[config.mk]
export PLATFORM = sky130hd
export DESIGN_NAME = branch_skip_sequencer
export DESIGN_NICKNAME = d
export VERILOG_FILES = /design/src/rtl/branch_skip_sequencer.sv
export SDC_FILE = /design/constraint.sdc
export NUM_CORES = 1
export LEC_CHECK = 0
export BUFFER_PORTS_ARGS = -buffer_cell sky130_fd_sc_hd__buf_4
export CORE_UTILIZATION = 25
export CTS_CLUSTER_DIAMETER = 50
export DETAILED_ROUTE_END_ITERATION = 12
export PLACE_DENSITY = 0.58
export SYNTH_ARGS = -nofsm -noshare
export SYNTH_HDL_FRONTEND = slang
export SYNTH_SLANG_ARGS = --single-unit
[constraint.sdc]
create_clock -name CLK -period 1.11 [get_ports CLK]
set_input_delay 0 -clock CLK [delete_from_list [all_inputs] [get_ports CLK]]
set_output_delay 0 -clock CLK [all_outputs]
set_load 0.02 [all_outputs]
[src/rtl/branch_skip_sequencer.sv]
// rtl/branch_skip_sequencer.sv - multi-cycle instruction sequencer with compare/skip branching
// Optional MEM_TIMEOUT_EN: bounded memory waits that halt with Fault after 15 idle cycles.
module branch_skip_sequencer (
  input  logic       CLK,
  input  logic       Reset,
  input  logic [3:0] Opcode,
  input  logic [3:0] funct,
  input  logic       skip,
  input  logic       MemReady,
  output logic       PCWrite,
  output logic [1:0] PCSrc,
  output logic       IRWrite,
  output logic       MemRead,
  output logic       MemWrite,
  output logic       AccWrite,
  output logic       CmpEn,
  output logic [2:0] State,
  output logic       Halted,
  output logic       Fault
);

  typedef enum logic [2:0] {
    S_FETCH  = 3'd0,
    S_DECODE = 3'd1,
    S_EXEC   = 3'd2,
    S_MEM    = 3'd3,
    S_WB     = 3'd4,
    S_SKIP   = 3'd5,
    S_HALT   = 3'd6
  } state_t;

  state_t state_q, state_d;

  logic is_cmp, is_load, is_store, is_jump, is_halt;

  always_comb begin
    is_cmp   = (Opcode == 4'd10) || (Opcode == 4'd13) || (Opcode == 4'd14) ||
               ((Opcode == 4'd0) && ((funct == 4'd3) || (funct == 4'd11) ||
                                     (funct == 4'd12) || (funct == 4'd15)));
    is_load  = (Opcode == 4'd1);
    is_store = (Opcode == 4'd2);
    is_jump  = (Opcode == 4'd3);
    is_halt  = (Opcode == 4'd15);
  end

  always_comb begin
    state_d = state_q;
    case (state_q)
      S_FETCH:  if (MemReady) state_d = S_DECODE;
      S_DECODE: begin
        if (is_halt)      state_d = S_HALT;
        else if (is_jump) state_d = S_FETCH;
        else              state_d = S_EXEC;
      end
      S_EXEC: begin
        if (is_cmp)                   state_d = skip ? S_SKIP : S_FETCH;
        else if (is_load || is_store) state_d = S_MEM;
        else                          state_d = S_WB;
      end
      S_MEM:    if (MemReady) state_d = is_load ? S_WB : S_FETCH;
      S_WB:     state_d = S_FETCH;
      S_SKIP:   state_d = S_FETCH;
      S_HALT:   state_d = S_HALT;
      default:  state_d = S_FETCH;
    endcase
  end

`ifdef MEM_TIMEOUT_EN
  logic [3:0] wait_q;
  logic       fault_q;
  logic       waiting;

  assign waiting = ((state_q == S_FETCH) || (state_q == S_MEM)) && !MemReady;

  // A waiting state never changes state, so the counter only needs clearing when not waiting.
  always_ff @(posedge CLK) begin
    if (!Reset) begin
      state_q <= S_FETCH;
      wait_q  <= 4'd0;
      fault_q <= 1'b0;
    end else if (waiting && (wait_q == 4'd14)) begin
      state_q <= S_HALT;
      wait_q  <= 4'd0;
      fault_q <= 1'b1;
    end else begin
      state_q <= state_d;
      wait_q  <= waiting ? (wait_q + 4'd1) : 4'd0;
    end
  end

  assign Fault = fault_q;
`else
  always_ff @(posedge CLK) begin
    if (!Reset) state_q <= S_FETCH;
    else        state_q <= state_d;
  end

  assign Fault = 1'b0;
`endif

  // Enables are gated by Reset so a pending memory access drops in the reset cycle itself.
  always_comb begin
    PCWrite  = 1'b0;
    PCSrc    = 2'd0;
    IRWrite  = 1'b0;
    MemRead  = 1'b0;
    MemWrite = 1'b0;
    AccWrite = 1'b0;
    CmpEn    = 1'b0;
    if (Reset) begin
      case (state_q)
        S_FETCH: begin
          MemRead = 1'b1;
          if (MemReady) begin
            IRWrite = 1'b1;
            PCWrite = 1'b1;
            PCSrc   = 2'd0;
          end
        end
        S_DECODE: begin
          CmpEn = 1'b1;
          if (is_jump) begin
            PCWrite = 1'b1;
            PCSrc   = 2'd2;
          end
        end
        S_MEM: begin
          if (is_load)       MemRead  = 1'b1;
          else if (is_store) MemWrite = 1'b1;
        end
        S_WB:   AccWrite = 1'b1;
        S_SKIP: begin
          PCWrite = 1'b1;
          PCSrc   = 2'd1;
        end
        default: ;
      endcase
    end
  end

  assign State  = state_q;
  assign Halted = Reset && (state_q == S_HALT);

endmodule

# [After elaboration in Yosys (flattened, before gate mapping)]
# Cells that the tools add are included.
[totals] reg_bits=3 inputBits=12 out_inout_bits=13 elab_cells=61
[op_classes] eq_ne=19 mux=29 n_reduce_logical=12
[op_table] op="$eq A4 B4 Y1 const B" n=7
[op_table] op="$mux W3" n=7
[op_table] op="$mux W1" n=15
[op_table] op="$pmux W3 S5" n=1
[op_table] op="$eq A4 B2 Y1 const B" n=3
[op_table] op="$eq A3 B3 Y1 const B" n=3
[op_table] op="$logic_or A1 B1 Y1" n=7
[op_table] op="$eq A3 B2 Y1 const B" n=2
[op_table] op="$mux W2" n=3
[op_table] op="$eq A4 B1 Y1 const B" n=1
[op_table] op="$logic_not A4 Y1" n=1
[op_table] op="$ne A2 B2 Y1 const B" n=2
[op_table] op="$pmux W2 S2" n=1
[op_table] op="$eq A3 B1 Y1 const B" n=1
[op_table] op="$logic_not A3 Y1" n=1
[op_table] op="$pmux W1 S3" n=1
[op_table] op="$logic_and A1 B1 Y1" n=2
[op_table] op="$pmux W1 S2" n=1
[op_table] op="$reduce_and A2 Y1" n=1

# [Depth between registers and ports, before layout]
# Gate-level depths: netlist of run 1.
[logic_depth] ltp_word=8 mapped_depth=5 mapped_depth_nobuf=4

# [Worst setup path after synthesis of run 1]
# OpenSTA, ideal clock, no wires.
[synth_path] path_kind="register to output" startpoint="register state_q[0] (netlist: State[0])" endpoint="output port PCSrc[1]" arrival_time_ns=1.520 slack_ns=-0.410 stages_incl_launch_ff=4 n_path_buf=1 cell_sequence="dfxtp_1 > clkbuf_1 > nand2_1 > nor4_1"
[synth_via] elab_chain_len=3 word_cells_on_any_way=4 cone_classes="eq/ne (2); mux (2)"
[synth_rtl] element="from (decl)" line_no="32" rtl="state_t state_q, state_d;"
[synth_rtl] element="from (signal assigned)" line_no="95" rtl="else state_q <= state_d;"
[synth_rtl] element="$eq A3 B3 Y1 / $eq A3 B1 Y1 (equally long branches)" line_no="111" rtl="case (state_q)"
[synth_rtl] element="$pmux W2 S2 (*)" line_no="111"
[synth_rtl] element="$mux W2 (*)" line_no="110" rtl="if (Reset) begin"
[synth_rtl] element="to (decl)" line_no="11" rtl="output logic [1:0] PCSrc,"
# Mark *: on every way between the ends. The rest lies on a longest branch, timed or not.

# [Final worst setup path of run 1]
[layout_path] startpoint="register state_q[0] (netlist: State[0])" endpoint="output port IRWrite"
[layout_via] elab_chain_len=3
[layout_rtl] element="$logic_not A3 Y1" line_no="111"
[layout_rtl] element="$mux W1" line_no="111"
[layout_rtl] element="$mux W1" line_no="110"
[layout_rtl] element="to (decl)" line_no="12" rtl="output logic IRWrite,"
# Every way passes these cells.

==> results of run 1 <==
critical path, stage by stage (launching register included):
cell and delay [ns]:
dfxtp_4 0.35, buf_6 0.14, nand2b_4 0.17, nor3b_4 0.19
buf_6 0.14
area by class of cell:
class	count	area, um2	share of cell area [%]
clock buffer	4	26.3	2.60
sequential	3	71.3	7.06
multi-input combinational	64	574	56.9
inverter	2	7.51	0.743
tap	27	33.8	3.35
timing repair buffer	33	297	29.4
placed cells by master (no fill, tap or decap), types with 2 or more instances in the layout:
cell type  synthesis  final
nor2_2             1      2
o22ai_1            2      2
a31oi_1            2      2
o21ai_1            2      2
nand3_1            3      2
a21oi_2            0      2
nor2b_4            0      2
nand2_1           10      6
nor3b_4            0      2
nor4_4             1      3
nand2b_1           5      3
a21oi_1            5      3
nand2_2            0      3
inv_1              2      2
buf_4              2     21
buf_6              0     11
nor2b_1            4      2
dfxtp_4            0      3
o21ai_0            3      2
nand2b_4           0      2
clkbuf_4           0      3
final timing paths:
check / from / endpoint / slack [ns] / cells after the start
worst max register to register: State[0]$_SDFFE_PN0P_ / State[1]$_SDFFE_PN0P_ / -0.09 / 4
worst max-delay path: State[0]$_SDFFE_PN0P_ / IRWrite / -0.13 / 4
worst min-delay path: Reset / State[2]$_SDFFE_PN0P_ / 0.07 / 2
worst min register to register: State[2]$_SDFFE_PN0P_ / State[1]$_SDFFE_PN0P_ / 0.70 / 3
power groups by stage:
stage,Clock (mW),Combinational [mW],Sequential (mW)
after floorplan,0,0.149,0.126
after global placement,0,0.259,0.119
after detailed placement,0,0.259,0.119
after CTS,0.216,0.291,0.117
after global routing,0.218,0.335,0.119
final,0.210,0.310,0.118
through the flow:
stage | power [mW] | utilization (%) | setup TNS [ns] | hold slack [ns] | std cells
2_1_floorplan | 0.275 | - | -0.112 | 0.125 | 75
3_3_place_gp | 0.378 | 42.5 | -0.0149 | 0.276 | 127
3_5_place_dp | 0.379 | 42.5 | -0.0557 | 0.275 | 127
4_1_cts | 0.623 | 48.3 | -0.647 | 0.0404 | 133
5_1_grt | 0.672 | 52.0 | -1.16 | 0.0920 | 133
6_report | 0.639 | 52.0 | -0.742 | 0.0675 | 133
metal layers:
metal / routed length [um] / track usage, % / up-vias
li1: - / - / 338
met1: 784 / 22.9 / 338
met2: 958 / 24.9 / 10
met3: 48 / 3.46 / 3
met4: 27 / 8.57 / 0
met5: 0 / 0 / -
cell families after synthesis:
group                     synth area share [%]
buffers and inverters                     7.79
other                                    0.729
and+or+nand+nor                           47.7
xor gates and xnor gates                  1.70
DFF                                       11.7
AOI/OAI and AO/OA                         30.4
repair_timing:
action | in CTS | in global routing
gates resized for setup | 20 | 17
setup buffers | 2 | 0
cloned | 0 | 0
endpoints found under the setup margin | 11 | 12
pin swaps | 4 | 8
==> impl_summary.log, run 1 <==
[metrics] outcome: complete, but fails checks
[metrics] violations in the final reports: setup timing
[metrics] Avg WL per Cell: approximately 14 um
[metrics] nature of the critical path startpoint: flip-flop
[metrics] final weighted congestion in routability-driven placement: 0.773
[metrics] total core area: slightly below 2000 um2
[metrics] port buffer count: 23
[metrics] Final Cycle Share: 112%
[metrics] Period minus WS final: around 1.2 ns
[metrics] first-pass GRT wire length: 2630 um
[metrics] share of synthesized flip-flops with an asynchronous set or reset: 0%
[metrics] CTS root buffer: clkbuf_4
[metrics] number of antenna diodes: 0
[metrics] most area-hungry cell type in the Yosys netlist: dfxtp_1
[metrics] proportion of power drawn by flip-flops and latches: 18.5%
[metrics] peak fanout along the critical path: 7
[metrics] pwr/cell area: between 600 and 700 nW/um2
[metrics] die boundary height: roughly 47 um
[metrics] Pleak: 0.384 nW
[metrics] Final WS setup: -0.128 ns
[metrics] Clock Skews: 0.0111 ns
[metrics] share of post-route cells with drive strength above 1: 65.1%
[metrics] number of clock sinks: 3
[metrics] Final Max Slew Viols: 0
[metrics] cell count after synthesis: 75
[metrics] CTS Hold Bufs: 0
[metrics] setup repair after global routing missed its margin: true
[metrics] TritonCTS Buffers: 3
[metrics] Int Pwr: 394 uW
[metrics] EDFF count, synth: 0
[metrics] top cell types by occurrence after synthesis: 10 x nand2_1, 5 x a21oi_1, 5 x nand2b_1
[metrics] CTS tree: built
[metrics] pre-CTS setup slack: -0.0404 ns
[metrics] worst min path class: input port to flip-flop
[metrics] initial antenna violation count: 0
[metrics] summed instance area of the synthesized netlist: between 500 and 600 um2
[metrics] Switching Power: 245 uW
[metrics] max FFs per register: 3
[metrics] peak supply drop: 0.000289 V
[metrics] TritonRoute pass-1 iters: 3
[metrics] cell with the most instances after synthesis: nand2_1
[metrics] top area cells in the synthesized netlist: dfxtp_1 12%, nand2_1 7.3%, nand2b_1 6.1%, a21oi_1 4.9%, nor2b_1 4.9%
[metrics] Post-synth top flop: dfxtp_1
[metrics] highest clock rate: ~810 MHz
[metrics] number of violations of the max-capacitance limit: 0
[metrics] register area share after synthesis: a little under an eighth
[metrics] maximum number of pins on one net before global-route repair: 12
[metrics] global-route total usage across every layer: between 10% and 20%
[metrics] num rows: 16
[metrics] net switching share of the total power: 38.4%
[metrics] Antenna Violating Nets Remaining: 0
[metrics] total half-perimeter wirelength after legalization and detailed placement: between 1000 and 1500 um
[metrics] via count of the first global-routing pass: a little under 600
[metrics] final-layout fill cell count: approximately 200
[metrics] routed vias/inst: around 5.2
[metrics] routed vias: 689
[metrics] Clock Path Buffers: 2
[metrics] critical path arrival: about 1.2 ns
[metrics] Crit path required time: about 1.1 ns
[metrics] net count of the mapped netlist: 87
[metrics] cell area after placement: between 800 and 900 um2
[metrics] Clock Pin Slew Worst Setup and Hold Paths: about 0.050 ns
[metrics] overall die area: 2240 um2
[metrics] average instance area after synthesis: 6.86 um2
[metrics] synthesis-stage register bit count: 3
[metrics] Iteration-0 DRC Markers: 9
[metrics] combinational fraction of design power: 48.6%
[metrics] sum of routed wire length over all layers: 1820 um
[metrics] synth-to-layout area growth: 96.4%
[metrics] post-layout net count: 119
[metrics] cell area after layout: between 1000 and 1500 um2
[metrics] Final Hold Vio Count: 0
[metrics] class of the most critical setup path: flip-flop to output pin
[metrics] distinct cell type count after synthesis: 38
[metrics] horizontal die dimension: approximately 47 um
[metrics] total number of yosys warnings: 0
[metrics] fraction of post-synthesis cell area in the top cell type by area: 11.7%
[metrics] Top-Level Pins: 25
[metrics] type of element capturing the critical path: output pin
[metrics] final setup violation count: 10
[metrics] count of H-tree levels built during CTS: 1
[metrics] Post-route DRC: 0
[metrics] initial standard-cell utilization of the core: a little over a quarter
[metrics] share of total power in the clock network: about a third
[metrics] Skew-Pair Late Insertion Delay: between 0.2 and 0.3 ns
[metrics] grt total ovfl: 0
(Power assumes the default switching activity.)
==> run 2: changes to the inputs <==
HOLD_SLACK_MARGIN = 0.08   (was not set)
==> impl_summary.log, run 2 (synthesized netlist as in run 1, its figures left out) <==
[metrics] outcome: complete, but fails checks
[metrics] violations in the final reports: setup timing
[metrics] Final Max Slew Viols: 0
[metrics] most frequent cells in the layout: 21 x buf_4, 11 x buf_6, 6 x nand2_1
[metrics] critical path arrival: 1.24 ns
[metrics] Final Cycle Share: 111%
[metrics] topmost layer with routed signal wires: met4
[metrics] num rows: 16
[metrics] routed vias: around 700
[metrics] Period minus WS final: around 1.2 ns
[metrics] setup repair after global routing missed its margin: true
[metrics] TritonRoute pass-1 iters: 4
[metrics] synth-to-layout area growth: 98.3%
[metrics] crit-path leading delay family: flip-flops
[metrics] initial antenna violation count: 0
[metrics] die boundary height: roughly 47 um
[metrics] footprint of the multi-input gates: approximately 570 um2
[metrics] number of violations of the max-capacitance limit: 0
[metrics] final-layout fill cell count: 200
[metrics] first-pass GRT wire length: between 2000 and 3000 um
[metrics] final setup violation count: 10
[metrics] cell area after placement: about 830 um2
[metrics] post-layout net count: 120
[metrics] port buffer count: 23
[metrics] Post-route DRC: 0
[metrics] Clock Path Buffers: 2
[metrics] max FFs per register: 3
[metrics] highest clock rate: 808 MHz
[metrics] Iteration-0 DRC Markers: 13
[metrics] final instance count without filler cells: 134
[metrics] Top-Level Pins: 25
[metrics] nature of the critical path startpoint: flip-flop
[metrics] end point of the worst hold path: State[0]$_SDFFE_PN0P_
[metrics] dominant cell type by count on the critical path: buf_6
[metrics] crit-path cells: buf_6 -> nand2b_4 -> nor3b_4 -> buf_6
[metrics] Pleak: slightly below 0.4 nW
[metrics] delay of the slowest cell on the worst path: between 0.3 and 0.4 ns
[metrics] DR WL met2: around 990 um
[metrics] Slowest-stage cell, CP: dfxtp_4
[metrics] number of antenna diodes: 0
[metrics] type of element capturing the critical path: output pin
[metrics] worst min path class: input port to flip-flop
[metrics] maximum number of pins on one net before global-route repair: 12
[metrics] class of the most critical setup path: flip-flop to output pin
[metrics] Antenna Violating Nets Remaining: 0
[metrics] count of H-tree levels built during CTS: 1
[metrics] Avg WL per Cell: 13.9 um
[metrics] CTS root buffer: clkbuf_4
[metrics] Final WS setup: -0.127 ns
[metrics] peak fanout along the critical path: 7
[metrics] final weighted congestion in routability-driven placement: just under 0.8
[metrics] number of cells traversed by the worst register-to-register path: 4
[metrics] WP buf/inv: 2
[metrics] TritonCTS Buffers: 3
[metrics] Crit path required time: 1.11 ns
[metrics] Skew-Pair Late Insertion Delay: roughly 0.25 ns
[metrics] share of post-route cells with drive strength above 1: 64.5%
[metrics] cell area after layout: around 1000 um2
[metrics] routed vias/inst: between 5 and 6
[metrics] initial standard-cell utilization of the core: between 20% and 30%
[metrics] horizontal die dimension: around 47 um
[metrics] Hold Slack: approximately 0.13 ns
[metrics] CTS tree: built
[metrics] start of the worst register-to-register path: State[0]$_SDFFE_PN0P_
[metrics] Worst Hold Launch: skip
[metrics] total half-perimeter wirelength after legalization and detailed placement: roughly 1200 um
[metrics] wire length on met1: between 700 and 800 um
[metrics] peak supply drop: 0.000290 V
[metrics] Clock Skews: 0.0119 ns
[metrics] pwr/cell area: roughly 630 nW/um2
[metrics] Hold Crit Depth: 3
[metrics] CP Launch Point: State[0]$_SDFFE_PN0P_
[metrics] FF/Latch Area: roughly 71 um2
[metrics] DR WL met3: 48 um
[metrics] Clock Pin Slew Worst Setup and Hold Paths: 0.05 ns
[metrics] endpoint of the worst-slack reg-to-reg timing path: State[1]$_SDFFE_PN0P_
[metrics] via count of the first global-routing pass: slightly below 600
[metrics] sum of routed wire length over all layers: between 1500 and 2000 um
[metrics] most common cell after layout, fill and taps aside: buf_4
[metrics] Final Hold Vio Count: 0
[metrics] number of clock sinks: 3
[metrics] grt total ovfl: 0
[metrics] total core area: roughly 1900 um2
[metrics] Reg2Reg Setup Slack: -0.09 ns
[metrics] Post-Place Cells: between 100 and 150
[metrics] global-route total usage across every layer: between 10% and 20%
[metrics] overall die area: ~2200 um2
-- run 2: changes by cell type in the layout (fill, tap and decap cells not counted), sizes merged --
cell	before	now
dlygate4sd3	0	1
-- run 2: worst reg2reg max path: cells and delay by family, from the launching register on --
kind / cells / cell delay, ns
simple gates: 1 / 0.25
compound gates: 3 / 0.46
flops: 1 / 0.36
-- run 2: routing by layer --
metal / vias up / global-route usage (%)
met1: 345 / 23.1
met5: - / 0
met4: 0 / 8.57
met3: 3 / 3.46
met2: 10 / 24.9
li1: 339 / -
-- run 2: how the worst max path moves through the flow --
stage / endpoint / slack [ns] / cells after the start
2_1_floorplan: State[1]$_SDFFE_PN0P_ / -0.06 / 4
3_3_place_gp: State[1]$_SDFFE_PN0P_ / -0.01 / 4
3_5_place_dp: State[1]$_SDFFE_PN0P_ / -0.04 / 4
4_1_cts: MemWrite / -0.11 / 4
5_1_grt: State[1]$_SDFFE_PN0P_ / -0.18 / 4
6_report: IRWrite / -0.13 / 4
-- run 2: what timing repair did --
item / 4_1_cts / 5_1_grt
hold endpoints to repair: 1 / 0
pin swaps: 4 / 8
gates resized for setup: 20 / 17
setup endpoints to repair: 11 / 12
buffers inserted: 2 / 0
hold buffers: 1 / 0
cloned: 0 / 0
-- run 2: power breakdown --
part           total (mW)  switching [mW]  internal, mW
clock               0.212          0.0756         0.136
sequential          0.118         0.00848         0.110
combinational       0.313           0.163         0.151
-- run 2: layout make-up --
cell class                      count  area share, %
Clock buffer                        4           2.58
Inverter                            2          0.736
Multi-Input combinational cell     64           56.3
Sequential cell                     3           6.99
Tap cell                           27           3.31
Timing Repair Buffer               34           30.1
-- run 2: metrics by stage --
step	TNS (ns)	power, mW	utilization, %	setup WS [ns]
after detailed placement	-0.0557	0.379	42.5	-0.0404
final	-0.766	0.643	52.5	-0.127
after floorplan	-0.112	0.275	-	-0.0571
after global placement	-0.0149	0.378	42.5	-0.0149
after global routing	-1.18	0.675	52.5	-0.176
after CTS	-0.647	0.626	48.8	-0.114
==> run 3: changes to the inputs <==
REMOVE_ABC_BUFFERS = 1   (was not set)
==> impl_summary.log, run 3 (synthesized netlist as in run 1, its figures left out) <==
[metrics] outcome: complete, but fails checks
[metrics] violations in the final reports: setup timing
[metrics] maximum number of pins on one net before global-route repair: 12
[metrics] die boundary height: between 40 and 50 um
[metrics] FF/Latch Area: ~71 um2
[metrics] footprint of the multi-input gates: 517 um2
[metrics] most frequent cells in the layout: 25 x buf_4, 11 x buf_6, 7 x nand2_1, 4 x nand2b_1
[metrics] Clock Path Buffers: 2
[metrics] Period minus WS final: 1.23 ns
[metrics] routed vias/inst: about 5.2
[metrics] final setup violation count: 10
[metrics] Antenna Violating Nets Remaining: 0
[metrics] final instance count without filler cells: between 100 and 150
[metrics] TNS Setup: -0.637 ns
[metrics] highest clock rate: 814 MHz
[metrics] first-pass GRT wire length: about 2600 um
[metrics] cell area after placement: 763 um2
[metrics] final weighted congestion in routability-driven placement: 0.741
[metrics] type of element capturing the critical path: flip-flop
[metrics] total core area: 1940 um2
[metrics] share of total power in the clock network: a little under a third
[metrics] TritonCTS Buffers: 3
[metrics] final-layout fill cell count: about 190
[metrics] nature of the critical path startpoint: flip-flop
[metrics] max FFs per register: 3
[metrics] CTS tree: built
[metrics] Skew-Pair Late Insertion Delay: between 0.2 and 0.25 ns
[metrics] Final Hold Vio Count: 0
[metrics] critical path arrival: between 1 and 1.5 ns
[metrics] net switching share of the total power: 35.7%
[metrics] Pleak: between 0.4 and 0.5 nW
[metrics] grt total ovfl: 0
[metrics] port buffer count: 23
[metrics] Switching Power: 228 uW
[metrics] via count of the first global-routing pass: ~570
[metrics] Final WS setup: -0.118 ns
[metrics] share of post-route cells with drive strength above 1: about three fifths
[metrics] pwr/cell area: 640 nW/um2
[metrics] DR WL met3: approximately 110 um
[metrics] num rows: 16
[metrics] post-layout net count: 124
[metrics] TritonRoute pass-1 iters: 4
[metrics] Post-Place Cells: 129
[metrics] topmost layer with routed signal wires: met4
[metrics] Iteration-0 DRC Markers: 23
[metrics] cell area after layout: 997 um2
[metrics] pre-CTS setup slack: -0.120 ns
[metrics] Final Max Slew Viols: 0
[metrics] Crit path required time: 1.23 ns
[metrics] worst min path class: input port to flip-flop
[metrics] DR WL met2: 914 um
[metrics] number of violations of the max-capacitance limit: 0
[metrics] most common cell after layout, fill and taps aside: buf_4
[metrics] wire length on met1: between 700 and 800 um
[metrics] global-route total usage across every layer: around 17%
[metrics] Int Pwr: 411 uW
[metrics] total half-perimeter wirelength after legalization and detailed placement: 1200 um
[metrics] combinational fraction of design power: 50.0%
[metrics] class of the most critical setup path: flip-flop to flip-flop
[metrics] Clock Skews: ~0.0021 ns
[metrics] final total power: between 600 and 700 uW
[metrics] overall die area: ~2200 um2
[metrics] Clock Pin Slew Worst Setup and Hold Paths: approximately 0.04 ns
[metrics] Avg WL per Cell: 12.8 um
[metrics] setup repair after global routing missed its margin: true
[metrics] proportion of power drawn by flip-flops and latches: a little under a fifth
[metrics] initial standard-cell utilization of the core: a little over a quarter
[metrics] Post-route DRC: 0
[metrics] number of clock sinks: 3
[metrics] synth-to-layout area growth: 93.9%
[metrics] count of H-tree levels built during CTS: 1
[metrics] number of antenna diodes: 0
[metrics] peak supply drop: approximately 0.00045 V
[metrics] initial antenna violation count: 0
[metrics] horizontal die dimension: about 47 um
[metrics] Final Cycle Share: 111%
[metrics] routed vias: a little over 700
[metrics] peak fanout along the critical path: 4
[metrics] Top-Level Pins: 25
[metrics] sum of routed wire length over all layers: between 1500 and 2000 um
[metrics] CTS root buffer: clkbuf_4
-- run 3: cell type report --
cell class	instances	area share (%)
tap	27	3.39
sequential	3	7.15
inverter	2	0.753
clock buffer	4	2.63
multi-input combinational	64	51.8
timing repair buffer	38	34.3
-- run 3: routing by layer --
layer,global-route usage [%],up-vias
met3,6.92,4
met5,0,-
met2,28.8,27
li1,-,349
met1,19.2,335
met4,3.43,0
-- run 3: worst paths after layout --
kind | startpoint | endpoint | slack [ns] | cells after the start
hold reg to reg | State[2]$_SDFFE_PN0P_ | State[1]$_SDFFE_PN0P_ | 0.73 | 4
setup / recovery | State[0]$_SDFFE_PN0P_ | State[1]$_SDFFE_PN0P_ | -0.12 | 4
setup reg to reg | State[0]$_SDFFE_PN0P_ | State[1]$_SDFFE_PN0P_ | -0.12 | 4
hold / removal | MemReady | State[1]$_SDFFE_PN0P_ | 0.13 | 3
-- run 3: power groups by stage --
stage | clock network [mW] | logic [mW] | registers, mW
after detailed placement | 0 | 0.242 | 0.121
final | 0.201 | 0.319 | 0.118
after CTS | 0.207 | 0.286 | 0.118
after global routing | 0.232 | 0.339 | 0.119
after floorplan | 0 | 0.102 | 0.133
after global placement | 0 | 0.241 | 0.121
-- run 3: worst max-delay path, stage by stage, from the launching register on --
cell and delay, ns:
dfxtp_4 0.36, and2b_2 0.25, a32o_1 0.22, a31oi_1 0.18, o22ai_1 0.10
-- run 3: per-stage QoR --
stage,hold WS (ns),utilization [%]
CTS,0.123,46.9
detailed placement,0.280,39.3
floorplan,0.0895,-
finish,0.131,51.4
global route,0.123,51.4
global placement,0.277,39.3
-- run 3: repair_timing --
item / CTS / global route
setup buffers: 2 / 2
resized for setup: 26 / 15
pin swaps: 5 / 9
hold buffers: 1 / 0
endpoints found under the hold margin: 1 / 0
endpoints found under the setup margin: 11 / 12
